$ cat src/rtl/cpu_types_pkg.sv
// cpu_types_pkg
// Core-wide basic types shared by the pipeline and memory-side blocks.
// No ports; provides word_t, the architectural 32-bit word.
package cpu_types_pkg;

  typedef logic [31:0] word_t;

endpackage : cpu_types_pkg

$ cat src/rtl/memreq_pkg.sv
// memreq_pkg
// Shared definitions for the MEM-stage data-memory request controller:
// the controller state encoding and the store-conditional result words.
// No ports.
package memreq_pkg;

  import cpu_types_pkg::*;

  typedef enum logic [2:0] {
    IDLE   = 3'd0,
    RD     = 3'd1,
    WR     = 3'd2,
    SCFAIL = 3'd3,
    DONE   = 3'd4
  } memreq_state_t;

  localparam word_t SC_SUCCESS = 32'd1;
  localparam word_t SC_FAIL    = 32'd0;

endpackage : memreq_pkg

$ cat src/rtl/ll_sc_link_reg.sv
// ll_sc_link_reg
// Load-linked / store-conditional link register. Holds one word address
// and a valid bit. Set by a completing LL, cleared by a completing store to
// the linked word, and cleared by a coherence snoop to the linked word.
// Ports:
//   CLK, RST            clock, async active-high reset
//   set_en, set_addr    LL completion: link set_addr (word address)
//   clr_en, clr_addr    store completion: drop link if clr_addr is linked
//   snoop_inv, snoop_addr  invalidate from the other core (word address)
//   req_addr            word address of the request being decoded
//   link_valid          link currently held
//   req_match           link held and req_addr is the linked word
//   snoop_hit           this cycle's snoop invalidates the held link
module ll_sc_link_reg #(
  parameter int AW = 30
) (
  input  logic          CLK,
  input  logic          RST,
  input  logic          set_en,
  input  logic [AW-1:0] set_addr,
  input  logic          clr_en,
  input  logic [AW-1:0] clr_addr,
  input  logic          snoop_inv,
  input  logic [AW-1:0] snoop_addr,
  input  logic [AW-1:0] req_addr,
  output logic          link_valid,
  output logic          req_match,
  output logic          snoop_hit
);

  logic [AW-1:0] link_addr;

  assign snoop_hit = snoop_inv && link_valid && (snoop_addr == link_addr);
  assign req_match = link_valid && (req_addr == link_addr);

  always_ff @(posedge CLK or posedge RST) begin
    if (RST) begin
      link_valid <= 1'b0;
      link_addr  <= '0;
    end else if (set_en) begin
      // A snoop to the word being linked in the same cycle wins.
      link_addr  <= set_addr;
      link_valid <= !(snoop_inv && (snoop_addr == set_addr));
    end else if (snoop_hit || (clr_en && (clr_addr == link_addr))) begin
      link_valid <= 1'b0;
    end
  end

endmodule : ll_sc_link_reg

$ cat src/rtl/dmem_req_ctrl.sv
// dmem_req_ctrl
// MEM-stage data-memory request controller. Accepts a decoded load/store
// (with LL/SC qualifiers) from the EX/MEM latch, holds the dcache request
// until dhit, maintains the LL/SC link and returns load data or the SC
// result word on rdata with a one-cycle done pulse.
// Optional build macro MEMREQ_TIMEOUT_EN adds a wait-for-dhit watchdog that
// abandons a request after TIMEOUT_CYCLES cycles and pulses err with done.
// Ports:
//   CLK, RST                  clock, async active-high reset
//   req_valid, dR_REQ, dW_REQ, ll, sc, addr, wdata   request from MEM stage
//   dhit, dmemload            dcache completion and read data
//   snoop_inv, snoop_addr     coherence invalidate from the other core
//   dmemREN, dmemWEN, dmemaddr, dmemstore   dcache request
//   rdata, done, busy, err    result, completion pulse, stall, timeout
//   link_valid                LL/SC link held
//
// state  | meaning
// IDLE   | waiting for a request; accepts in the same cycle it appears
// RD     | read held on dcache until dhit
// WR     | write held on dcache until dhit (plain store or linked SC)
// SCFAIL | SC without a link, or link lost before dhit; writes rdata=0
// DONE   | done pulse, result on rdata
module dmem_req_ctrl
  import memreq_pkg::*;
#(
  parameter int WORD_W         = 32,
  parameter int TIMEOUT_CYCLES = 1024
) (
  input  logic              CLK,
  input  logic              RST,
  input  logic              req_valid,
  input  logic              dR_REQ,
  input  logic              dW_REQ,
  input  logic              ll,
  input  logic              sc,
  input  logic [WORD_W-1:0] addr,
  input  logic [WORD_W-1:0] wdata,
  input  logic              dhit,
  input  logic [WORD_W-1:0] dmemload,
  input  logic              snoop_inv,
  input  logic [WORD_W-1:0] snoop_addr,
  output logic              dmemREN,
  output logic              dmemWEN,
  output logic [WORD_W-1:0] dmemaddr,
  output logic [WORD_W-1:0] dmemstore,
  output logic [WORD_W-1:0] rdata,
  output logic              done,
  output logic              busy,
  output logic              link_valid,
  output logic              err
);

  localparam int LA_W = WORD_W - 2;

  memreq_state_t     state, state_nxt;
  logic [WORD_W-1:0] addr_q, wdata_q;
  logic              ll_q, sc_q;
  logic              accept;
  logic              req_match, snoop_hit;
  logic              link_set, store_clr;
  logic              sc_lost;
  logic              timeout;
  logic              unused_snoop_bits;

  assign accept    = (state == IDLE) && req_valid && (dR_REQ || dW_REQ);
  assign link_set  = (state == RD) && dhit && ll_q;
  assign store_clr = (state == WR) && dhit;
  // dhit in the snoop cycle still lets the SC complete.
  assign sc_lost   = (state == WR) && sc_q && !dhit && snoop_hit;

  // Links are tracked per word; byte offset bits never take part.
  assign unused_snoop_bits = ^snoop_addr[1:0];

  ll_sc_link_reg #(
    .AW(LA_W)
  ) u_link (
    .CLK       (CLK),
    .RST       (RST),
    .set_en    (link_set),
    .set_addr  (addr_q[WORD_W-1:2]),
    .clr_en    (store_clr),
    .clr_addr  (addr_q[WORD_W-1:2]),
    .snoop_inv (snoop_inv),
    .snoop_addr(snoop_addr[WORD_W-1:2]),
    .req_addr  (addr[WORD_W-1:2]),
    .link_valid(link_valid),
    .req_match (req_match),
    .snoop_hit (snoop_hit)
  );

`ifdef MEMREQ_TIMEOUT_EN
  localparam int CNT_W = (TIMEOUT_CYCLES > 1) ? $clog2(TIMEOUT_CYCLES) : 1;
  localparam logic [CNT_W-1:0] CNT_LOAD = CNT_W'(TIMEOUT_CYCLES - 1);

  logic [CNT_W-1:0] to_cnt;
  logic             to_q;

  // Down-counter loaded outside RD/WR; terminal count on the last allowed
  // wait cycle. A lost SC takes the SCFAIL path instead.
  assign timeout = ((state == RD) || (state == WR)) && !dhit && !sc_lost &&
                   (to_cnt == '0);

  always_ff @(posedge CLK or posedge RST) begin
    if (RST) begin
      to_cnt <= CNT_LOAD;
      to_q   <= 1'b0;
    end else begin
      if ((state == RD) || (state == WR)) to_cnt <= to_cnt - 1'b1;
      else                                to_cnt <= CNT_LOAD;
      to_q <= timeout;
    end
  end

  assign err = (state == DONE) && to_q;
`else
  // Without the watchdog the controller waits on dhit indefinitely.
  localparam int UNUSED_TIMEOUT_CYCLES = TIMEOUT_CYCLES;
  assign timeout = 1'b0;
  assign err     = 1'b0;
`endif

  always_ff @(posedge CLK or posedge RST) begin
    if (RST) state <= IDLE;
    else     state <= state_nxt;
  end

  always_comb begin
    state_nxt = state;
    case (state)
      IDLE: begin
        if (accept) begin
          if (dR_REQ)               state_nxt = RD;
          else if (!sc || req_match) state_nxt = WR;
          else                      state_nxt = SCFAIL;
        end
      end
      RD:      if (dhit || timeout) state_nxt = DONE;
      WR: begin
        if (dhit || timeout) state_nxt = DONE;
        else if (sc_lost)    state_nxt = SCFAIL;
      end
      SCFAIL:  state_nxt = DONE;
      DONE:    state_nxt = IDLE;
      default: state_nxt = IDLE;
    endcase
  end

  always_comb begin
    dmemREN = 1'b0;
    dmemWEN = 1'b0;
    done    = 1'b0;
    busy    = accept;
    case (state)
      RD: begin
        dmemREN = 1'b1;
        busy    = 1'b1;
      end
      WR: begin
        dmemWEN = 1'b1;
        busy    = 1'b1;
      end
      SCFAIL:  busy = 1'b1;
      DONE:    done = 1'b1;
      default: ;
    endcase
  end

  assign dmemaddr  = addr_q;
  assign dmemstore = wdata_q;

  always_ff @(posedge CLK or posedge RST) begin
    if (RST) begin
      addr_q  <= '0;
      wdata_q <= '0;
      ll_q    <= 1'b0;
      sc_q    <= 1'b0;
      rdata   <= '0;
    end else begin
      if (accept) begin
        addr_q  <= addr;
        wdata_q <= wdata;
        ll_q    <= ll;
        sc_q    <= sc;
      end
      case (state)
        RD:      if (dhit) rdata <= dmemload;
        WR:      if (dhit && sc_q) rdata <= WORD_W'(SC_SUCCESS);
        SCFAIL:  rdata <= WORD_W'(SC_FAIL);
        default: ;
      endcase
    end
  end

endmodule : dmem_req_ctrl

$ cat config.mk
export PLATFORM = sky130hd
export DESIGN_NAME = dmem_req_ctrl
export DESIGN_NICKNAME = d
export VERILOG_FILES = /design/src/rtl/cpu_types_pkg.sv /design/src/rtl/memreq_pkg.sv /design/src/rtl/ll_sc_link_reg.sv /design/src/rtl/dmem_req_ctrl.sv
export SDC_FILE = /design/constraint.sdc
export NUM_CORES = 1
export LEC_CHECK = 0
export CAP_MARGIN = 20
export CELL_PAD_IN_SITES_DETAIL_PLACEMENT = 0
export CELL_PAD_IN_SITES_GLOBAL_PLACEMENT = 1
export CORE_ASPECT_RATIO = 1.2
export CORE_MARGIN = 10
export CORE_UTILIZATION = 37
export CTS_CLUSTER_SIZE = 16
export DETAILED_ROUTE_END_ITERATION = 7
export PLACE_DENSITY = 0.9
export SYNTH_ARGS = -nofsm -noshare
export SYNTH_HDL_FRONTEND = slang
export SYNTH_SLANG_ARGS = --single-unit
$ cat constraint.sdc
create_clock -name CLK -period 7.3 [get_ports CLK]
set_input_delay 1.095 -clock CLK [delete_from_list [all_inputs] [get_ports CLK]]
set_output_delay 1.095 -clock CLK [all_outputs]
set_load 0.03 [all_outputs]
---- Yosys cells after proc, flatten, opt, wreduce, memory -nomap -nowiden ----
Index checks and enable logic that the tools add are counted.
storage, ports and cells
  register bits after elaboration ......... 132
  bits in latches ......................... 0
  bits in writable memories ............... 0
  bits in read-only memories .............. 0
  input port bits ......................... 137
  output and inout port bits .............. 102
  word-level logic and storage cells ...... 62
  memories ................................ 0
operators by class
  add/subtract/negate cells ............... 0
  multipliers ............................. 0
  div/mod/pow operators ................... 0
  $lt $le $gt $ge ......................... 0
  eq/ne operators ......................... 12
  shift-type cells ........................ 0
  multiplexer cells ....................... 16
  bitwise operators ....................... 0
  reductions and logical operators ........ 26
operators by type and width
  kind                  count
  $eq A30 B30 Y1        4
  $pmux W32 S3          1
  $mux W32              2
  $logic_and A1 B1 Y1   14
  $mux W3               4
  $pmux W3 S4           1
  $mux W1               7
  $eq A3 B2 Y1 const B  2
  $reduce_and A3 Y1     2
  $ne A2 B2 Y1 const B  2
  $eq A3 B1 Y1 const B  1
  $eq A3 B3 Y1 const B  1
  $logic_not A1 Y1      3
  $logic_not A3 Y1      1
  $logic_or A1 B1 Y1    3
  $ne A3 B3 Y1 const B  1
  $reduce_bool A3 Y1    1
  $reduce_or A3 Y1      1
  $mux W2               1
  $ne A2 B1 Y1 const B  1
  $reduce_bool A2 Y1    1

---- Logic depth before layout (Yosys ltp) ----
  depth in word-level cells ............... 7
  gate-level depth with buffers ........... 8
  depth with buffers taken out ............ 6

---- Hierarchy ----
From an unflattened synthesis, not the netlist that was laid out.
unflattened totals
  cell total of the unflattened synthesis .. 480
  area total of the unflattened synthesis .. 6,321.1 µm²
by module, submodules not included
  module          instances  cells an instance  area an instance (µm²)  sequential area each (µm²)
  dmem_req_ctrl   1          250                3,863.7                 2,527.4
  ll_sc_link_reg  1          230                2,457.4                 775.7

---- Least setup slack after synthesis ----
Ideal clock, no wire load.
  path type ............................... input to output
  start point ............................. input port dR_REQ
  end point ............................... output port busy
  arrival ................................. 1.637 ns
  data required time ...................... 6.205 ns
  slack ................................... 4.568 ns
  stages .................................. 2
  path buffers ............................ 0
  path through ............................ o211ai_1 > nand3_1
between the ends
  cells in the longest elaborated chain, start to end .. 3
RTL lines
  item                 line                  source
  start: declaration   dmem_req_ctrl.sv:32   input logic dR_REQ,
  $logic_or A1 B1 Y1   dmem_req_ctrl.sv:65   assign accept = (state == IDLE) && req_valid && (dR_REQ || dW_REQ);
  $logic_and A1 B1 Y1  dmem_req_ctrl.sv:65
  $mux W1              dmem_req_ctrl.sv:153  case (state)
  end: declaration     dmem_req_ctrl.sv:48   output logic busy,
No other way between the ends.

---- Worst setup path in the final report ----
Ends and elaborated chain as after synthesis.

==> results.tsv <==
stage	metric	value	unit
status	run status	finished, final reports clean	
timing	crit share post-route	52.7	%
timing	Setup TNS	0	ps
place	RePlAce Congestion	0.854	
routing	Routed WL per cell	20.1	um
place	IO buf count	235	
clock_tree	# clock sinks	132	
timing	Fmax	0.260	GHz
routing	DRC	0	
setup_path	Worst setup SP type	input port	
min_path	hold depth	2	
routing	routed vias	4955	
global_routing	first-pass GRT wire length	31.5	mm
min_path	Hold Path Class	flip-flop to flip-flop	
timing	Max Clock Skew	5.40	ps
synth	syn nets	687	
finish	Area Overhead vs Synth	48.7	%
synth	average size of a mapped cell	11.8	um^2
flow_run	maxcap violations	0	
die	row count	53	
timing	RSZ-0062 raised after global routing	no	
clock_tree	Clock Latency Late Sink	410	ps
clock_tree	TritonCTS Buffers	17	
clock_tree	clk buf depth	2	
die	Die Span X	141	um
synth	Synth top area share	50.9	%
pwr	combinational share of power	48.6	%
setup_path	critical-path cell list	clkdlybuf4s50_1, o211ai_1, nand3_1, clkdlybuf4s50_1	
timing	hold violation total from the final report	0	
synth	Yosys cell types	38	
pwr	Clk pwr share	20.0	%
clock_tree	Worst-path clk slew	60	ps
die	CORE AREA	0.0174	mm^2
min_path	Hold EP	rdata[16]	
timing	setup violators final	0	
min_path	hold path startpoint	rdata[16]	
setup_path	R2R depth	5	
routing	Initial DRC Count	234	
setup_path	Crit Path Max Fanout	4	
place	Cells after DPL	985	
finish	post-route insts no fill	1018	
setup_path	r2r setup slk	5000	ps
global_routing	initial antenna violation count	3	
die	Die Height	165	um
setup_path	worst reg2reg endpoint	state[0]	
setup_path	Arr. time, crit path	2760	ps
synth	Cells after Synth	550	
timing	actual slew at the worst max-slew pin	998	ps
global_routing	total track usage	17.5	%
setup_path	crit path capture type	output pin	
synth	Ys Warns	0	
die	Die ar.	0.0233	mm^2
finish	nets	921	
timing	Slew headroom	33.4	%
synth	Post-Syn Area	0.00649	mm^2
finish	fillcell total	1523	
pwr	Power Density	488	mW/mm^2
synth	top cells by area, synth	dfrtp_1 (51%), mux2_2 (15%), xnor2_1 (7.7%)	
pwr	internal power	0.00280	W
global_routing	grt total ovfl	0	
finish	area used by multi-input combinational logic	0.00301	mm^2
finish	Reg area	0.00330	mm^2
setup_path	FF-to-FF Start	state[1]	
synth	FF+latch count, synth	132	
routing	TritonRoute pass-1 iters	4	
timing	Slew Limit Fails	0	
die	Ports	239	
clock_tree	H-tree depth	4	
clock_tree	Root Driver	clkbuf_16	
routing	post-detailed-route count of antenna-violating nets	0	
global_routing	largest net degree at the start of global routing	78	
setup_path	CP peak stage delay	640	ps
clock_tree	post-cts resize count	0	
pwr	Max IR drop VDD	265	uV
synth	Synth area leader	dfrtp_1	
routing	Avg Vias per Cell	4.87	
pwr	sequential group share of total power	31.4	%
timing	fin crit period	3850	ps
routing	Total Wirelength	20.4	mm
clock_tree	Setup Fix Bufs, Post-CTS	0	
setup_path	critical setup path kind	input port to output pin	
finish	share of layout cells above drive strength 1	16.7	%
clock_tree	Hold Buf Count CTS	0	
synth	part of the Yosys area used for sequential elements	50.9	%
setup_path	cell repeated most along the worst path	clkdlybuf4s50_1	
pwr	LEAKAGE	3.99	nW
setup_path	crit path max-delay cell type	clkdlybuf4s50_1	
place	Detail Placement HPWL	15.5	mm
setup_path	critical path data required time	6200	ps
die	Starting Density	37.4	%
pwr	Sw Ratio	40.7	%
clock_tree	CTS tree	built	
pwr	Switch Pwr	0.00192	W
global_routing	vias in the first global route	5455	
## per-layer routing
| layer | routed length (um) | track usage, % |
|---|---|---|
| met2 | 10500 | 30.1 |
| met1 | 7900 | 19.0 |
| met5 | 12 | 0 |
| met4 | 290 | 5.78 |
| met3 | 1710 | 7.47 |
## layout by cell type (no fill, tap or decap), drive strengths merged, types with 3 or more instances in the layout
cell type / n
clkdlybuf4s50: 235
dfrtp: 132
mux2: 93
nand2: 66
xor2: 57
xnor2: 57
o21ai: 36
nand4: 20
clkbuf: 19
nor4: 16
inv: 10
nor2: 5
bufinv: 5
a21oi: 4
buf: 4
nor3: 4
nand3: 3
nor2b: 3
clkinvlp: 3
clkinv: 3
## kinds of logic after synthesis
group	after synthesis	synth area share [%]
compound gates	53	4.82
xor+xnor	114	15.4
buf+inv	33	2.93
flops	132	50.9
mux	93	16.5
other cells	1	0.0577
simple gates	124	9.48
## flip-flops by register name (all words and copies together) (netlist names)
register / flops
u_link.link_valid: 1
u_link.link_addr: 30
state: 3
ll_q: 1
rdata: 32
sc_q: 1
dmemaddr: 32
dmemstore: 32
## layout make-up
type,instances,area share (%)
multi-input cells,385,31.1
flip-flops and latches,132,34.2
clock buffers,19,4.59
repair buffers,239,24.7
inverters,9,0.376
diodes,2,0.0518
well taps,220,2.85
clock inverters,12,2.11
## power by group through the flow
stage / clock network, W / logic [W] / registers [W]
floorplan: 0 / 0.000908 / 0.00194
global placement: 0 / 0.00230 / 0.00146
detailed placement: 0 / 0.00231 / 0.00148
CTS: 0.000964 / 0.00233 / 0.00148
global route: 0.000995 / 0.00244 / 0.00154
finish: 0.000943 / 0.00229 / 0.00148
## Yosys cell counts
cell and number:
and3_1 2, nor2b_1 3, conb_1 1, buf_4 5
a2111oi_0 1, a21o_1 2, and2b_1 1, nand2_1 66
dfrtp_1 132, mux2_4 6, nor4_1 13, a2111oi_1 1
nor3_1 3, or3_1 1, xor2_1 57, o2111a_1 1
nand3_1 3, nor3_2 1, a21oi_1 4, o221ai_1 1
a22o_1 2, xnor2_1 57, o21ai_0 36, inv_1 9
nand2b_1 2, o211a_2 1, nor2_1 5, buf_2 2
nor3b_1 1, o211ai_1 1, buf_6 6, nand4_1 20
a22oi_1 1, a32oi_1 1, clkbuf_1 11, a211oi_1 1
nor4_2 3, mux2_2 87
## stage by stage
step / total power [W] / utilization (%) / worst slack, ps / hold slack [ps] / cell area (um^2)
4_1_cts: 0.00477 / 55.6 / 3420 / 482 / 9650
3_3_place_gp: 0.00376 / 51.8 / 3450 / 460 / 9000
3_5_place_dp: 0.00380 / 51.8 / 3420 / 469 / 9000
2_1_floorplan: 0.00285 / - / 2680 / 473 / 6490
6_report: 0.00472 / 55.6 / 3450 / 473 / 9660
5_1_grt: 0.00498 / 55.6 / 3350 / 502 / 9650
## worst max-delay path, delay by kind of cell
kind	cells	cell delay [ps]
buffers and inverters	2	1130
AOI/OAI and AO/OA	1	410
and+or+nand+nor	1	120
## worst max-delay path by stage
stage                  end  startpoint  slack [ps]  cells past startpoint
2_1_floorplan  dmemaddr[0]         RST        2680                      1
3_3_place_gp          busy      dR_REQ        3450                      4
3_5_place_dp          busy      dR_REQ        3420                      4
4_1_cts               busy      dR_REQ        3420                      4
5_1_grt               busy      dR_REQ        3350                      4
6_report              busy      dR_REQ        3450                      4
Power figures use the tool's default switching activity.
